--- config.mk ---
export PLATFORM = sky130hd
export DESIGN_NAME = mos_sched
export DESIGN_NICKNAME = d
export VERILOG_FILES = /design/src/rtl/mos_sched.sv
export SDC_FILE = /design/constraint.sdc
export NUM_CORES = 1
export LEC_CHECK = 0
export BUFFER_PORTS_ARGS = -buffer_cell sky130_fd_sc_hd__buf_2
export CAP_MARGIN = 30
export CORE_UTILIZATION = 49
export CTS_BUF_LIST = sky130_fd_sc_hd__clkbuf_8
export CTS_CLUSTER_DIAMETER = 40
export DETAILED_ROUTE_END_ITERATION = 10
export PLACE_DENSITY = 0.84
export SLEW_MARGIN = 20
export SYNTH_ARGS = -nofsm -noshare
export SYNTH_HDL_FRONTEND = slang
export SYNTH_SLANG_ARGS = --single-unit
--- constraint.sdc ---
create_clock -name clk -period 1.7 [get_ports clk]
set_input_delay 0.17 -clock clk [delete_from_list [all_inputs] [get_ports clk]]
set_output_delay 0.17 -clock clk [all_outputs]
set_load 0.01 [all_outputs]
--- src/rtl/mos_sched.sv ---
// mos_sched: shares one MOS matrix unit between two job requesters.
// A round-robin arbiter grants the unit, the owner's operand stream is
// forwarded to the MOS (one cycle after each accept), and MOS results are
// returned tagged with the owner index. A watchdog aborts a job whose MOS
// results stop arriving.
//
// Ports
//   clk, rst              clock, synchronous active-high reset
//   req[1:0]              per-requester job request
//   grant[1:0]            one-hot current owner, 00 when idle
//   sX_size/valid/data    requester X job size (0=2x2, 1=4x4) and operand stream
//   sX_ready              requester X operand accept
//   mos_in_*              operand stream and matrix size towards the MOS
//   mos_out_*             result stream from the MOS
//   res_*                 result stream to requesters (data, id, last, error)
module mos_sched (
  input  logic               clk,
  input  logic               rst,
  input  logic [1:0]         req,
  output logic [1:0]         grant,
  input  logic               s0_size,
  input  logic               s1_size,
  input  logic               s0_valid,
  input  logic               s1_valid,
  input  logic signed [15:0] s0_data,
  input  logic signed [15:0] s1_data,
  output logic               s0_ready,
  output logic               s1_ready,
  output logic               mos_in_valid,
  output logic               mos_matrix_size,
  output logic signed [15:0] mos_in_data,
  input  logic               mos_out_valid,
  input  logic signed [39:0] mos_out_data,
  output logic               res_valid,
  output logic signed [39:0] res_data,
  output logic               res_id,
  output logic               res_last,
  output logic               res_err
);

  localparam int unsigned IN_W   = 16;
  localparam int unsigned OUT_W  = 40;
  localparam int unsigned ICNT_W = 6;
  localparam int unsigned OCNT_W = 5;
  localparam int unsigned WD_W   = 10;
  // Last watchdog value before expiry; expiry lands 1023 cycles after entry.
  localparam logic [WD_W-1:0] WD_LAST = WD_W'(1022);

  typedef enum logic [1:0] {
    ST_IDLE  = 2'd0,
    ST_LOAD  = 2'd1,
    ST_WAIT  = 2'd2,
    ST_DRAIN = 2'd3
  } state_e;

  state_e                  state_q, state_d;
  logic [1:0]              grant_q, grant_d;
  logic                    own_q, own_d;
  logic                    last_q, last_d;
  logic                    size_q, size_d;
  logic [ICNT_W-1:0]       in_cnt_q, in_cnt_d;
  logic [OCNT_W-1:0]       out_cnt_q, out_cnt_d;
  logic [WD_W-1:0]         wd_q, wd_d;
  logic                    s0_ready_q, s0_ready_d;
  logic                    s1_ready_q, s1_ready_d;
  logic                    mos_in_valid_q, mos_in_valid_d;
  logic signed [IN_W-1:0]  mos_in_data_q, mos_in_data_d;
  logic                    res_valid_q, res_valid_d;
  logic signed [OUT_W-1:0] res_data_q, res_data_d;
  logic                    res_id_q, res_id_d;
  logic                    res_last_q, res_last_d;
  logic                    res_err_q, res_err_d;

  logic                    pick_c;
  logic                    hs_c;
  logic signed [IN_W-1:0]  hs_data_c;
  logic [ICNT_W-1:0]       in_total_c;
  logic [OCNT_W-1:0]       out_total_c;

  // Winner: a lone requester wins; with both, the one not served last.
  assign pick_c      = (req == 2'b11) ? ~last_q : req[1];
  assign hs_c        = own_q ? (s1_valid & s1_ready_q) : (s0_valid & s0_ready_q);
  assign hs_data_c   = own_q ? s1_data : s0_data;
  assign in_total_c  = size_q ? ICNT_W'(32) : ICNT_W'(8);
  assign out_total_c = size_q ? OCNT_W'(16) : OCNT_W'(4);

  // State and output registers.
  always_ff @(posedge clk) begin
    if (rst) begin
      state_q        <= ST_IDLE;
      grant_q        <= 2'b00;
      own_q          <= 1'b0;
      last_q         <= 1'b1;
      size_q         <= 1'b0;
      in_cnt_q       <= '0;
      out_cnt_q      <= '0;
      wd_q           <= '0;
      s0_ready_q     <= 1'b0;
      s1_ready_q     <= 1'b0;
      mos_in_valid_q <= 1'b0;
      mos_in_data_q  <= '0;
      res_valid_q    <= 1'b0;
      res_data_q     <= '0;
      res_id_q       <= 1'b0;
      res_last_q     <= 1'b0;
      res_err_q      <= 1'b0;
    end else begin
      state_q        <= state_d;
      grant_q        <= grant_d;
      own_q          <= own_d;
      last_q         <= last_d;
      size_q         <= size_d;
      in_cnt_q       <= in_cnt_d;
      out_cnt_q      <= out_cnt_d;
      wd_q           <= wd_d;
      s0_ready_q     <= s0_ready_d;
      s1_ready_q     <= s1_ready_d;
      mos_in_valid_q <= mos_in_valid_d;
      mos_in_data_q  <= mos_in_data_d;
      res_valid_q    <= res_valid_d;
      res_data_q     <= res_data_d;
      res_id_q       <= res_id_d;
      res_last_q     <= res_last_d;
      res_err_q      <= res_err_d;
    end
  end

  // Next-state and registered-output logic.
  always_comb begin
    state_d        = state_q;
    grant_d        = grant_q;
    own_d          = own_q;
    last_d         = last_q;
    size_d         = size_q;
    in_cnt_d       = in_cnt_q;
    out_cnt_d      = out_cnt_q;
    wd_d           = wd_q;
    mos_in_valid_d = 1'b0;
    mos_in_data_d  = '0;
    res_valid_d    = 1'b0;
    res_data_d     = '0;
    res_id_d       = 1'b0;
    res_last_d     = 1'b0;
    res_err_d      = 1'b0;

    unique case (state_q)
      ST_IDLE: begin
        in_cnt_d  = '0;
        out_cnt_d = '0;
        wd_d      = '0;
        size_d    = 1'b0;
        grant_d   = 2'b00;
        if (req != 2'b00) begin
          own_d   = pick_c;
          grant_d = pick_c ? 2'b10 : 2'b01;
          size_d  = pick_c ? s1_size : s0_size;
          state_d = ST_LOAD;
        end
      end

      ST_LOAD: begin
        if (hs_c) begin
          mos_in_valid_d = 1'b1;
          mos_in_data_d  = hs_data_c;
          in_cnt_d       = in_cnt_q + ICNT_W'(1);
          if (in_cnt_q == in_total_c - ICNT_W'(1)) begin
            state_d = ST_WAIT;
          end
        end
      end

      ST_WAIT, ST_DRAIN: begin
        if (mos_out_valid) begin
          res_valid_d = 1'b1;
          res_data_d  = mos_out_data;
          res_id_d    = own_q;
          wd_d        = '0;
          out_cnt_d   = out_cnt_q + OCNT_W'(1);
          if (out_cnt_q == out_total_c - OCNT_W'(1)) begin
            res_last_d = 1'b1;
            state_d    = ST_IDLE;
            grant_d    = 2'b00;
            size_d     = 1'b0;
            last_d     = own_q;
          end else begin
            state_d = ST_DRAIN;
          end
        end else if (wd_q == WD_LAST) begin
          // MOS went silent: abort and hand the unit on.
          res_err_d = 1'b1;
          res_id_d  = own_q;
          state_d   = ST_IDLE;
          grant_d   = 2'b00;
          size_d    = 1'b0;
          last_d    = own_q;
        end else begin
          wd_d = wd_q + WD_W'(1);
        end
      end

      default: state_d = ST_IDLE;
    endcase
  end

  // Ready is registered, so it is derived from where the FSM is heading.
  always_comb begin
    s0_ready_d = (state_d == ST_LOAD) & grant_d[0];
    s1_ready_d = (state_d == ST_LOAD) & grant_d[1];
  end

  assign grant           = grant_q;
  assign s0_ready        = s0_ready_q;
  assign s1_ready        = s1_ready_q;
  assign mos_in_valid    = mos_in_valid_q;
  assign mos_in_data     = mos_in_data_q;
  assign mos_matrix_size = size_q;
  assign res_valid       = res_valid_q;
  assign res_data        = res_data_q;
  assign res_id          = res_id_q;
  assign res_last        = res_last_q;
  assign res_err         = res_err_q;

endmodule

==> results.toml <==
[power_and_ir_drop]
vdd_drop_max_v = 0.000566
powerDensity_nw_per_um2 = 805
p_seq_frac = 0.556
leakage_nw = 2.21
p_switching_mw = 0.990
intPower_mw = 2.88
swShare = 0.256
pwr-share-clk = 0.367
combPwrFrac = 0.077

[detailed_routing]
vias = 3238
ant_nets = 0
drt_iter0_drc = 293
wl_um = 9160
via_per_inst = 5.17
wire_per_inst_um = 14.6
first_pass_iters = 4
drc = 0

[floorplan]
initial_core_util = 0.505
die-area_um2 = 7340
chipWidth_um = 85.6
io_pins = 147
die_height_um = 85.6
core_um2 = 6790
core.rowCount = 30

[finish]
register_area_um2 = 1820
diodes = 0
area_growth_pct = 40.4
fin_cells = 626
num-nets-final = 610
multiInputGateArea_um2 = 1510
layout-drive-gt1-share = 0.355
nFillCells = 490

[critical_path]
cp_data_arrival_time_ns = 1.86
critPathMaxFanout = 6
required_ns = 1.96
start_kind = "register"
cp-end-kind = "register"
crit_type = "register to register"

[sta]
fin_skew_ns = 0.0162
finalSetupViolCount = 0
worst_slew_pin_slew_ns = 0.470
fmaxAchievable_ghz = 0.625
slew_violations = 0
min_period_over_period = 0.942
rsz0062_at_grt = "false"
maxSlewHeadroom = 0.684
hold_viol = 0
finalSetupTns_ns = 0
post-route-min-period_ns = 1.60

[placed_design]
gp_congestion = 0.793
dp_cells = 580
io_buffers = 146
dp_hpwl_um = 5920

[run]
cap_violations = 0

[clock_network]
clkSinkCount = 91
cts_tree = "done"
root_buffer = "clkbuf_8"
clkTransAtPathRegs_ns = 0.10
cts_buffer_depth = 2
htree_levels = 3
clock_latency_ns = 0.37
cts_made_buffers = 9

[global_routing]
grt_max_degree = 42
overflow = 0
antenna_found_initial = 0
grtUsageTotal = 0.256
grt_first_pass_wirelength_um = 14400
grt_pass1_vias = 3156

[synthesis]
synth-seq-cells = 91
synth_top_cell_area_share = 0.531
syn_nets = 427
yosys_most_used_dff = "dfxtp_1"
synth_edf_count = 0
ys_seq_area_frac = 0.531
synth_largest_area_cell = "dfxtp_1"
synth_common_cells = "dfxtp_1, and2_1, nor2_1, nand2_1, mux2i_1"
syn_area_um2 = 3430
yosysMostFrequentCell = "dfxtp_1"
synth_cells = 342
synth_area_leaders = "dfxtp_1, and2_1, mux2i_1, nor2_1, nand2_1"
yosys_warnings = 0
synth_cell_types = 60
async_flop_share = 0
synth_area_per_cell_um2 = 10.0

[hold_path]
hp-class = "primary input to register"

[outcome]
outcome = "completed"
==> final timing paths <==
| path | start | cells after the start | slack, ns | to |
|---|---|---|---|---|
| worst max register to register | wd_q[0] | 6 | 0.1 | last_q |
| worst max-delay path | wd_q[0] | 6 | 0.1 | last_q |
| worst min-delay path | mos_out_data[2] | 2 | 0.01 | res_data[2] |
| worst min register to register | wd_q[9] | 2 | 0.50 | wd_q[9] |
==> sequential cells by signal, summed over array words and instances (netlist names) <==
name             flops
in_cnt_q             6
res_last             1
wd_q                10
s1_ready             1
res_id               1
res_data            40
mos_in_data         16
state_q              2
mos_matrix_size      1
own_q                1
res_err              1
s0_ready             1
mos_in_valid         1
res_valid            1
last_q               1
grant                2
out_cnt_q            5
==> layout make-up <==
type | instances | area share
tap | 96 | 0.0249
timing repair buffer | 189 | 0.237
clock inverter | 7 | 0.0133
inverter | 10 | 0.00780
multi-input combinational | 224 | 0.313
sequential | 91 | 0.379
clock buffer | 9 | 0.0257
==> logic make-up after synthesis <==
family	share of synthesized area
and+or+nand+nor	0.231
xor gates and xnor gates	0.00511
muxes	0.0617
adders and majority gates	0.0146
buffers and inverters	0.0350
AOI/OAI and AO/OA	0.121
DFF	0.531
==> power by group through the flow <==
stage / logic (mW) / clock network [mW] / registers, mW
final: 0.299 / 1.42 / 2.16
after global routing: 0.324 / 1.53 / 2.16
after detailed placement: 0.234 / 0 / 2.20
after floorplan: 0.105 / 0 / 2.21
after CTS: 0.284 / 1.43 / 2.15
after global placement: 0.226 / 0 / 2.20
==> cell usage in the layout (no fill, tap or decap), types with 3 or more instances in the layout <==
cell           instances
buf_2                146
dfxtp_1               90
and2_1                42
nor2_1                30
dlygate4sd3_1         30
nand2_1               23
mux2i_1               20
buf_4                 12
nand3_1               11
inv_1                  9
a21oi_1                9
clkbuf_8               9
or3_1                  5
nand3b_1               4
and3_1                 4
o21ai_0                4
nand4_1                4
a31oi_1                4
ha_1                   4
nand2b_1               3
nor3_1                 3
o31ai_1                3
a211oi_1               3
inv_6                  3
==> timing repair <==
action | CTS | global route
gates resized for setup | 0 | 3
hold endpoints to repair | 27 | 3
buffers inserted | 0 | 0
endpoints found under the setup margin | 0 | 10
hold buffers | 27 | 3
==> stage by stage <==
| stage | worst slack, ns | util | total power, mW | area (um2) | hold slack, ns |
|---|---|---|---|---|---|
| final | 0.0992 | 0.709 | 3.87 | 4810 | 0.0126 |
| after global routing | 0.00989 | 0.709 | 4.01 | 4810 | 0.00395 |
| after CTS | 0.0641 | 0.701 | 3.87 | 4760 | 0.00175 |
| after detailed placement | 0.0753 | 0.634 | 2.44 | 4310 | 0.373 |
| after global placement | 0.140 | 0.634 | 2.43 | 4310 | 0.369 |
| after floorplan | 0.128 | - | 2.31 | 3430 | 0.292 |
==> critical path, stage by stage, from the launching register on <==
cell     delay [ns]
dfxtp_1        0.35
inv_1          0.06
ha_1           0.20
and4_2         0.28
nand3_4        0.13
o32ai_4        0.13
a311o_1        0.36
==> routing by layer <==
metal  share of wire  track usage  vias to the layer above  wire length, um
met3           0.058       0.0635                       32              533
met5               0            0                        -                0
met4           0.036        0.133                        0              326
li1                -            -                     1560                -
met2            0.52        0.447                      123             4740
met1            0.39        0.289                     1523             3570
No activity file was read; power rests on OpenSTA's default activity.
